## config.mk

```make
export PLATFORM = sky130hd
export DESIGN_NAME = itrx_amba2_apb_master_flat
export DESIGN_NICKNAME = d
export VERILOG_FILES = /design/src/rtl/itrx_amba2_apb_master_pkg.sv /design/src/rtl/itrx_amba2_apb_master_if.sv /design/src/rtl/itrx_sync_fifo.sv /design/src/rtl/itrx_amba2_apb_master.sv /design/src/flat_wrapper.sv
export SDC_FILE = /design/constraint.sdc
export NUM_CORES = 1
export LEC_CHECK = 0
export CORE_ASPECT_RATIO = 1.2
export CORE_MARGIN = 2
export CORE_UTILIZATION = 55
export CTS_BUF_LIST = sky130_fd_sc_hd__clkbuf_16
export CTS_CLUSTER_DIAMETER = 120
export DETAILED_ROUTE_END_ITERATION = 8
export GPL_TIMING_DRIVEN = 0
export PLACE_DENSITY_LB_ADDON = 0.05
export RECOVER_POWER = 50
export SLEW_MARGIN = 10
export SYNTH_ARGS = -nofsm -noshare
export SYNTH_HDL_FRONTEND = slang
export SYNTH_SLANG_ARGS = --single-unit
export TNS_END_PERCENT = 20
```

## constraint.sdc

```tcl
create_clock -name clk -period 6.5 [get_ports clk]
set_clock_uncertainty 0.2 [all_clocks]
set_input_delay 0.65 -clock clk [delete_from_list [all_inputs] [get_ports clk]]
set_output_delay 0.65 -clock clk [all_outputs]
set_load 0.02 [all_outputs]
```

## src/rtl/itrx_amba2_apb_master_pkg.sv

```systemverilog
// ============================================================================
// itrx_amba2_apb_master_pkg : shared APB direction and master FSM state types
// Rev 1.0
// ============================================================================
`default_nettype none

package itrx_amba2_apb_master_pkg;

  typedef enum logic {
    READ  = 1'b0,
    WRITE = 1'b1
  } te_pwrite;

  typedef enum logic [1:0] {
    IDLE   = 2'd0,
    SETUP  = 2'd1,
    ENABLE = 2'd2
  } te_apb_state;

endpackage

`default_nettype wire

```

## src/rtl/itrx_amba2_apb_master_if.sv

```systemverilog
// ============================================================================
// itrx_amba2_apb_master_if : request/response queue side plus AMBA2 APB bus
// Rev 1.0
// ============================================================================
`default_nettype none

interface itrx_amba2_apb_master_if #(
  parameter int AW = 32,
  parameter int DW = 32
);
  logic          req_valid;
  logic          req_ready;
  logic          req_write;
  logic [AW-1:0] req_addr;
  logic [DW-1:0] req_wdata;
  logic          rsp_valid;
  logic          rsp_write;
  logic [DW-1:0] rsp_rdata;
  logic          busy;
  logic [AW-1:0] paddr;
  logic          psel;
  logic          penable;
  logic          pwrite;
  logic [DW-1:0] pwdata;
  logic [DW-1:0] prdata;

  // The bridge itself: consumes requests, masters the APB bus
  modport master (
    input  req_valid, req_write, req_addr, req_wdata, prdata,
    output req_ready, rsp_valid, rsp_write, rsp_rdata, busy,
    output paddr, psel, penable, pwrite, pwdata
  );

  modport slave (
    output req_valid, req_write, req_addr, req_wdata, prdata,
    input  req_ready, rsp_valid, rsp_write, rsp_rdata, busy,
    input  paddr, psel, penable, pwrite, pwdata
  );
endinterface

`default_nettype wire

```

## src/rtl/itrx_sync_fifo.sv

```systemverilog
// ============================================================================
// itrx_sync_fifo : show-ahead synchronous FIFO, power-of-2 depth
// Rev 1.0
// ============================================================================
`default_nettype none

module itrx_sync_fifo #(
  parameter int WIDTH = 8,
  parameter int DEPTH = 4
) (
  input  wire logic             clk,
  input  wire logic             rst,
  input  wire logic             i_push,
  input  wire logic [WIDTH-1:0] i_data,
  input  wire logic             i_pop,
  output logic      [WIDTH-1:0] o_data,
  output logic                  o_full,
  output logic                  o_empty
);
  localparam int            c_PW      = $clog2(DEPTH);
  localparam logic [c_PW:0] c_PTR_ONE = (c_PW + 1)'(1);

  logic [WIDTH-1:0] r_mem [DEPTH];
  logic [c_PW:0]    r_wptr;
  logic [c_PW:0]    r_rptr;
  logic             w_push;
  logic             w_pop;

  // Extra pointer MSB distinguishes full from empty when the indices match
  assign o_full  = (r_wptr[c_PW] != r_rptr[c_PW]) &&
                   (r_wptr[c_PW-1:0] == r_rptr[c_PW-1:0]);
  assign o_empty = (r_wptr == r_rptr);
  assign w_push  = i_push && !o_full;
  assign w_pop   = i_pop && !o_empty;
  assign o_data  = r_mem[r_rptr[c_PW-1:0]];

  always_ff @(posedge clk) begin
    if (rst) begin
      r_wptr <= '0;
      r_rptr <= '0;
    end else begin
      if (w_push) r_wptr <= r_wptr + c_PTR_ONE;
      if (w_pop)  r_rptr <= r_rptr + c_PTR_ONE;
    end
  end

  always_ff @(posedge clk) begin
    if (w_push) r_mem[r_wptr[c_PW-1:0]] <= i_data;
  end

endmodule

`default_nettype wire

```

## src/rtl/itrx_amba2_apb_master.sv

```systemverilog
// ============================================================================
// itrx_amba2_apb_master : queued request to AMBA2 APB master bridge
// Rev 1.0
// ============================================================================
`default_nettype none

module itrx_amba2_apb_master
  import itrx_amba2_apb_master_pkg::*;
#(
  parameter int AW    = 32,
  parameter int DW    = 32,
  parameter int DEPTH = 4
) (
  input wire logic                clk,
  input wire logic                rst,
  itrx_amba2_apb_master_if.master bus
);
  typedef struct packed {
    te_pwrite      write;
    logic [AW-1:0] addr;
    logic [DW-1:0] wdata;
  } ts_apb_req;

  localparam int c_REQ_W = $bits(ts_apb_req);

  ts_apb_req          w_push_req;
  ts_apb_req          w_head;
  logic [c_REQ_W-1:0] w_head_bits;
  logic               w_full;
  logic               w_empty;
  logic               w_pop;

  te_apb_state        r_state;
  logic [AW-1:0]      r_paddr;
  te_pwrite           r_pwrite;
  logic [DW-1:0]      r_pwdata;
  logic               r_psel;
  logic               r_penable;
  logic               r_rsp_valid;
  te_pwrite           r_rsp_write;
  logic [DW-1:0]      r_rsp_rdata;

  assign w_push_req = '{write: te_pwrite'(bus.req_write),
                        addr:  bus.req_addr,
                        wdata: bus.req_wdata};
  assign w_head     = ts_apb_req'(w_head_bits);

  itrx_sync_fifo #(
    .WIDTH (c_REQ_W),
    .DEPTH (DEPTH)
  ) u_req_fifo (
    .clk     (clk),
    .rst     (rst),
    .i_push  (bus.req_valid),
    .i_data  (w_push_req),
    .i_pop   (w_pop),
    .o_data  (w_head_bits),
    .o_full  (w_full),
    .o_empty (w_empty)
  );

  // The head is consumed exactly when the FSM launches a new SETUP phase
  assign w_pop = !w_empty && ((r_state == IDLE) || (r_state == ENABLE));

  always_ff @(posedge clk) begin
    if (rst) begin
      r_state     <= IDLE;
      r_paddr     <= '0;
      r_pwrite    <= READ;
      r_pwdata    <= '0;
      r_psel      <= 1'b0;
      r_penable   <= 1'b0;
      r_rsp_valid <= 1'b0;
      r_rsp_write <= READ;
      r_rsp_rdata <= '0;
    end else begin
      r_rsp_valid <= 1'b0;
      case (r_state)
        IDLE: begin
          if (!w_empty) begin
            r_paddr   <= w_head.addr;
            r_pwrite  <= w_head.write;
            r_pwdata  <= (w_head.write == WRITE) ? w_head.wdata : '0;
            r_psel    <= 1'b1;
            r_penable <= 1'b0;
            r_state   <= SETUP;
          end
        end
        SETUP: begin
          r_penable <= 1'b1;
          r_state   <= ENABLE;
        end
        ENABLE: begin
          r_rsp_valid <= 1'b1;
          r_rsp_write <= r_pwrite;
          r_rsp_rdata <= (r_pwrite == WRITE) ? '0 : bus.prdata;
          r_penable   <= 1'b0;
          if (!w_empty) begin
            r_paddr  <= w_head.addr;
            r_pwrite <= w_head.write;
            r_pwdata <= (w_head.write == WRITE) ? w_head.wdata : '0;
            r_state  <= SETUP;
          end else begin
            r_psel  <= 1'b0;
            r_state <= IDLE;
          end
        end
        default: begin
          r_psel    <= 1'b0;
          r_penable <= 1'b0;
          r_state   <= IDLE;
        end
      endcase
    end
  end

  assign bus.req_ready = !w_full;
  assign bus.busy      = !w_empty || (r_state != IDLE);
  assign bus.paddr     = r_paddr;
  assign bus.pwrite    = r_pwrite;
  assign bus.pwdata    = r_pwdata;
  assign bus.psel      = r_psel;
  assign bus.penable   = r_penable;
  assign bus.rsp_valid = r_rsp_valid;
  assign bus.rsp_write = r_rsp_write;
  assign bus.rsp_rdata = r_rsp_rdata;

endmodule

`default_nettype wire

```

## src/flat_wrapper.sv

```systemverilog
// flat-port wrapper written by rule: the top's interface ports become plain ports
module itrx_amba2_apb_master_flat import itrx_amba2_apb_master_pkg::*;
#(
  parameter int AW    = 32,
  parameter int DW    = 32,
  parameter int DEPTH = 4
)
  (clk, rst, bus_req_valid, bus_req_write, bus_req_addr, bus_req_wdata, bus_prdata, bus_req_ready, bus_rsp_valid, bus_rsp_write, bus_rsp_rdata, bus_busy, bus_paddr, bus_psel, bus_penable, bus_pwrite, bus_pwdata);
  itrx_amba2_apb_master_if #(.AW(AW), .DW(DW)) bus_i ();
  input wire logic clk;
  input wire logic rst;
  input wire logic [$bits(bus_i.req_valid)-1:0] bus_req_valid;
  input wire logic [$bits(bus_i.req_write)-1:0] bus_req_write;
  input wire logic [$bits(bus_i.req_addr)-1:0] bus_req_addr;
  input wire logic [$bits(bus_i.req_wdata)-1:0] bus_req_wdata;
  input wire logic [$bits(bus_i.prdata)-1:0] bus_prdata;
  output wire logic [$bits(bus_i.req_ready)-1:0] bus_req_ready;
  output wire logic [$bits(bus_i.rsp_valid)-1:0] bus_rsp_valid;
  output wire logic [$bits(bus_i.rsp_write)-1:0] bus_rsp_write;
  output wire logic [$bits(bus_i.rsp_rdata)-1:0] bus_rsp_rdata;
  output wire logic [$bits(bus_i.busy)-1:0] bus_busy;
  output wire logic [$bits(bus_i.paddr)-1:0] bus_paddr;
  output wire logic [$bits(bus_i.psel)-1:0] bus_psel;
  output wire logic [$bits(bus_i.penable)-1:0] bus_penable;
  output wire logic [$bits(bus_i.pwrite)-1:0] bus_pwrite;
  output wire logic [$bits(bus_i.pwdata)-1:0] bus_pwdata;
  assign bus_i.req_valid = bus_req_valid;
  assign bus_i.req_write = bus_req_write;
  assign bus_i.req_addr = bus_req_addr;
  assign bus_i.req_wdata = bus_req_wdata;
  assign bus_i.prdata = bus_prdata;
  assign bus_req_ready = bus_i.req_ready;
  assign bus_rsp_valid = bus_i.rsp_valid;
  assign bus_rsp_write = bus_i.rsp_write;
  assign bus_rsp_rdata = bus_i.rsp_rdata;
  assign bus_busy = bus_i.busy;
  assign bus_paddr = bus_i.paddr;
  assign bus_psel = bus_i.psel;
  assign bus_penable = bus_i.penable;
  assign bus_pwrite = bus_i.pwrite;
  assign bus_pwdata = bus_i.pwdata;
  itrx_amba2_apb_master #(.AW(AW), .DW(DW), .DEPTH(DEPTH)) u_core (.clk(clk), .rst(rst), .bus(bus_i));
endmodule
```

== Word-level counts from Yosys, hierarchy flattened ==
Memory sizes are Yosys's and may differ from the RTL's. A register that Yosys moved wholly into a read port is not among the register bits.
Cells that the tools add are included.
Cells by class
  add/sub/neg operators: 2
  multiply operators: 0
  div/mod/pow operators: 0
  $lt $le $gt $ge: 0
  equality and inequality tests: 7
  shifts and indexed selects: 0
  muxes and demuxes: 15
  bitwise gates (word level): 2
  reduce and logical (&&, ||, !) cells: 13
Operator list (number)
  32-bit two-way mux: 2
  1-bit two-way mux: 7
  3-bit by 1-bit adder with 3-bit output (second input constant): 2
  2-bit two-way mux: 3
  2-bit one-hot mux with 3 select lines: 1
  1-bit logical AND: 4
  3-bit equality test: 1
  1-bit one-hot mux with 3 select lines: 1
  3-bit AND reduction: 1
  2-bit by 1-bit equality test with 1-bit output (second input constant): 1
  2-bit equality test: 1
  2-bit equality test (second input constant): 1
  1-bit zero test: 2
  2-bit zero test: 1
  1-bit logical OR: 2
  2-bit by 1-bit inequality test with 1-bit output (second input constant): 1
  2-bit inequality test (second input constant): 1
  1-bit NOT: 2
  1-bit one-hot mux with 2 select lines: 1
  2-bit AND reduction: 1
  2-bit nonzero test: 1
  2-bit OR reduction: 1
  1-bit inequality test: 1
Storage, ports and cells
  bits in registers: 109
  latch bits: 0
  RAM bits: 260
  bits in read-only memories: 0
  bits of input ports: 100
  output and inout port bits: 103
  logic and storage cells: 51
  memories: 1
Memories
  u_core.u_req_fifo.r_mem: depth 4, bits a word 65, read ports 1, clocked after memory_dff 1, wr ports 1, RTL line itrx_sync_fifo.sv:23  | logic [WIDTH-1:0] r_mem [DEPTH];

== Depth between registers and ports, before layout ==
  depth in word-level cells: 6
  gate-level depth with buffers: 6
  gate-level depth less buffers: 4

== Hierarchy ==
From an unflattened synthesis, not the netlist that was laid out.
Unflattened totals
  cell total of the unflattened synthesis: 857
  area total of the unflattened synthesis: 13643.1 sq um
Modules (own cells, without submodules)
  itrx_sync_fifo: instances 1, cells an instance 407, area each 9933.3 sq um, sequential area each 7967.6 sq um
  itrx_amba2_apb_master: instances 1, cells an instance 450, area each 3709.8 sq um, sequential area each 2042.0 sq um

== Worst setup path before layout ==
OpenSTA, ideal clock, no wires.
  path kind: reg2reg
  start: register u_core.u_req_fifo.r_wptr[1]
  end: memory u_core.u_req_fifo.r_mem[1][0] (netlist bit), enable pin
  library setup time: 430 ps
  arrival: 2606 ps
  data required time: 5870 ps
  slack: 3264 ps
  stages on the path, launching flop included: 4
  path buffers: 0
  clock period less this slack: 3236 ps
  cell sequence: dfxtp_1 -> xor2_1 -> o31a_4 -> and2_1
On the way
  cells in the longest elaborated chain, start to end: 6
RTL lines
  start, declared: RTL line itrx_sync_fifo.sv:24  | logic [c_PW:0] r_wptr;
  start signal, assigned: RTL line itrx_sync_fifo.sv:42  | if (w_push) r_wptr <= r_wptr + c_PTR_ONE;
  2-bit equality test: RTL line itrx_sync_fifo.sv:31  | (r_wptr[c_PW-1:0] == r_rptr[c_PW-1:0]);
  1-bit logical AND: RTL line itrx_sync_fifo.sv:30  | assign o_full = (r_wptr[c_PW] != r_rptr[c_PW]) &&
  1-bit zero test: RTL line itrx_sync_fifo.sv:33  | assign w_push = i_push && !o_full;
  1-bit logical AND: RTL line itrx_sync_fifo.sv:33
  1-bit two-way mux: RTL line itrx_sync_fifo.sv:48  | if (w_push) r_mem[r_wptr[c_PW-1:0]] <= i_data;
  1-bit two-way mux (implied by the code): RTL line itrx_sync_fifo.sv:48
  end, declared: RTL line itrx_sync_fifo.sv:23
Parallel ways exist; a longest one is shown, timed or not.

== Worst setup path in the final report ==
  start: register u_core.u_req_fifo.r_wptr[2]
  end: output bus_busy
On the way
  cells in the longest elaborated chain, start to end: 3
RTL lines
  3-bit equality test: RTL line itrx_sync_fifo.sv:32  | assign o_empty = (r_wptr == r_rptr);
  1-bit zero test: RTL line itrx_amba2_apb_master.sv:118  | assign bus.busy = !w_empty || (r_state != IDLE);
  1-bit logical OR: RTL line itrx_amba2_apb_master.sv:118
  end, declared: RTL line flat_wrapper.sv:21  | output wire logic [$bits(bus_i.busy)-1:0] bus_busy;
No other way between the ends.

==> run summary <==
core area -> 26100 sq um
largest stage delay on the critical path -> 710 ps
Least-Margin Pin Slew -> 877 ps
Residual DRC -> 0
post-CTS setup buffers -> 0
PwrDens -> 405 nW/um^2
R2R Path Start -> u_core.u_req_fifo.r_wptr[2]$_SDFFE_PP0N_
Port Buf Inserts -> 201
WP buf/inv -> 1
NumNets Final -> 1269
Simple-Gate Fraction of Synth Area -> 9.89%
multiplexer share of the synthesized area -> 12.8%
hold path startpoint -> u_core.bus.rsp_rdata[13]$_SDFFE_PP0P_
post-route clock period utilization -> 55.5%
clock network power share -> 28.2%
Top FF cell, synth -> edfxtp_1
met2 Use GR -> 38.5%
Via density -> 5.65
Worst EP arrival -> 2760 ps
Synth Cell Area -> 14500 sq um
adder-cell share of the synthesized area -> 0.432%
post-synthesis sequential area ratio -> 69.1%
Vias -> 8644
Internal -> 5.08 mW
global-route wire length before repair -> 48200 microns
Hold Path End -> u_core.bus.rsp_rdata[13]$_SDFFE_PP0P_
multi-input logic area -> 3980 sq um
hold depth -> 2
sequential share of power -> 41.4%
Slew headroom -> 41.5%
Net Count, Synth -> 1025
Reg2Reg Setup Slack -> 3560 ps
RSZ-0062 raised after global routing -> no
Compound-Gate Fraction of Synth Area -> 4.70%
Required @ worst endpoint -> 5650 ps
min cycle time layout -> 3610 ps
average cell area after synthesis -> 15.7 sq um
register area -> 10000 sq um
Clk pin slew, worst setup/hold paths -> 60 ps
crit-path max FO -> 9
fin. max-slew vios -> 0
Num CTS Buffers -> 37
worst hold slack -> 248 ps
Routability Congestion -> 0.761
Async S/R FF share, synth -> 0%
share of post-route cells with drive strength above 1 -> 12.4%
Logic pwr share -> 30.4%
crit path max-delay cell type -> xnor2_1
Syn Inst Count -> 920
Distinct cells, synth -> 43
Root Driver -> clkbuf_16
most frequent cells in the layout -> edfxtp_1, clkdlybuf4s50_1, nand2_1, dfxtp_1
max_cap viols -> 0
Switching Share -> 30.5%
Rows -> 65
M3 GR Usage -> 4.80%
met1 Track Usage GR -> 28.0%
R2R Path End -> u_core.bus.paddr[27]$_SDFFE_PP0P_
I/O Pins -> 203
most common cell after layout, fill and taps aside -> edfxtp_1
Synth area leader -> edfxtp_1
Final Hold Fails -> 0
Synth area leaders -> edfxtp_1, dfxtp_1, mux4_2
critical path type -> reg -> out
die area -> 27600 sq um
cell-by-cell listing of the critical path -> xnor2_1 -> nand3_1 -> or3_1 -> clkdlybuf4s50_1
Post-CTS Hold Fix Bufs -> 0
startpoint types -> register
dpl hpwl -> 19600 microns
worst min path class -> reg -> reg
Fmax -> 277 MHz
status -> finished, final reports clean
Leak -> 6.06 nW
Congestion Overflow GR -> 0
Post-synth EDFFs -> 260
grt peak-use layer -> met2
critical path's top delay family -> XOR/XNOR gates
clk sinks -> 370
Crit. End Element -> output port
pin count of the biggest net entering global routing -> 48
CTS tree -> done
Post-Synth XOR/XNOR Area -> 0.519%
number of global-route vias before repair -> 8773
post-cts resize count -> 0
worst r2r path cells -> 5
CTS Buffer Depth -> 3
Die Y -> 182 microns
die span in x -> 152 microns
clk_lat worst skew -> 510 ps
WL/cell -> 19.9 microns
largest family of logic cells by synthesized area -> multiplexers
Yosys top cell area share -> 53.9%
Pre-antenna DRT Iters -> 5
Layout area overhead -> 24.6%
initial core utilization -> 55.5%
YS warnings -> 0
drt initial violations -> 646
Filler Cells Inserted -> 1842
initial antenna violation count -> 7
Psw -> 2.23 mW
#FFs+latches synth -> 370
DRT antenna net count -> 0
Total Routing Usage GR -> 22.1%
CTS H-tree lvls -> 2
Worst IR Drop VDD -> 0.362 mV
Setup violations, final -> 0
Post-Route WL -> 30400 microns
setup_tns -> 0 ps
## area by class of cell
| cell class | count | share of cell area (%) |
|---|---|---|
| Sequential cell | 370 | 55.5 |
| Multi-Input combinational cell | 476 | 22.1 |
| Timing Repair Buffer | 205 | 11.7 |
| Clock buffer | 39 | 5.41 |
| Tap cell | 335 | 2.32 |
| Buffer | 68 | 1.71 |
| Clock inverter | 28 | 1.12 |
| Inverter | 6 | 0.125 |
| Antenna cell | 3 | 0.0416 |
## per-layer routing
layer / up-vias / wire length, microns
met1: 4288 / 12700
met4: 8 / 571
met2: 292 / 15400
met5: - / 53
met3: 51 / 1750
li1: 4005 / -
## worst reg2reg max path: stages, from the launching register on
cell	delay [ps]
dfxtp_1	350
xnor2_1	710
a31o_1	240
clkbuf_1	390
clkbuf_1	720
mux2i_1	270
## metrics by stage
| step | utilization [%] | area [sq um] | cells | worst slack [ps] | total power [mW] |
|---|---|---|---|---|---|
| floorplan | - | 14500 | 920 | 3260 | 4.58 |
| global placement | 64.8 | 16900 | 1456 | 1680 | 5.38 |
| detailed placement | 65.2 | 17000 | 1460 | 3700 | 5.41 |
| CTS | 69.7 | 18200 | 1527 | 3150 | 7.47 |
| global route | 69.1 | 18000 | 1530 | 2760 | 7.63 |
| finish | 69.1 | 18000 | 1530 | 2890 | 7.31 |
## cell usage after synthesis, types with 2 or more instances
| cell type | instances |
|---|---|
| ha_1 | 5 |
| a21oi_1 | 33 |
| inv_1 | 5 |
| o211ai_2 | 30 |
| buf_6 | 7 |
| buf_4 | 7 |
| nand2b_1 | 3 |
| and2_1 | 4 |
| o211ai_1 | 2 |
| xnor2_2 | 3 |
| dfxtp_1 | 110 |
| mux2_1 | 2 |
| nor2b_1 | 33 |
| buf_2 | 7 |
| o31ai_1 | 2 |
| edfxtp_1 | 260 |
| nand3_1 | 33 |
| clkbuf_1 | 45 |
| mux4_2 | 65 |
| buf_1 | 2 |
| nor2_1 | 6 |
| nand3b_1 | 33 |
| nand2_1 | 135 |
| o311ai_1 | 2 |
| mux2i_1 | 35 |
| nand4_1 | 31 |
| nor3b_1 | 2 |
| xor2_1 | 3 |
## power by group through the flow
stage                     clock network, mW  registers (mW)  logic [mW]
after floorplan                           0            3.23        1.35
after global placement                    0            3.08        2.30
after detailed placement                  0            3.08        2.33
after CTS                              2.10            3.03        2.34
after global routing                   2.19            3.06        2.39
final                                  2.06            3.03        2.23
## cells by family after synthesis
kind of cell / after synthesis
DFF: 370
AOI/OAI and AO/OA: 78
buffers and inverters: 74
xor gates and xnor gates: 6
muxes: 103
and+or+nand+nor: 284
adders and majority gates: 5
## sequential cells by signal (all words and copies together), names as in the netlist, 2 cells and up, named ones only
signal	flops
u_core.u_req_fifo.r_rptr	3
u_core.r_state	2
u_core.u_req_fifo.r_wptr	3
u_core.bus.paddr	32
u_core.u_req_fifo.r_mem	260
u_core.bus.rsp_rdata	32
u_core.bus.pwdata	32
## worst max-delay path by stage
stage	from	depth (start not counted)	end	slack (ps)
floorplan	u_core.u_req_fifo.r_wptr[1]$_SDFFE_PP0N_	3	u_core.u_req_fifo.r_mem[1][0]$_DFFE_PP_	3260
global placement	bus_req_valid	3	u_core.u_req_fifo.r_mem[1][59]$_DFFE_PP_	1680
detailed placement	u_core.u_req_fifo.r_wptr[1]$_SDFFE_PP0N_	4	bus_busy	3700
CTS	u_core.u_req_fifo.r_wptr[1]$_SDFFE_PP0N_	4	bus_busy	3150
global route	u_core.u_req_fifo.r_wptr[2]$_SDFFE_PP0N_	4	bus_busy	2760
finish	u_core.u_req_fifo.r_wptr[2]$_SDFFE_PP0N_	4	bus_busy	2890
Power figures use the tool's default switching activity.
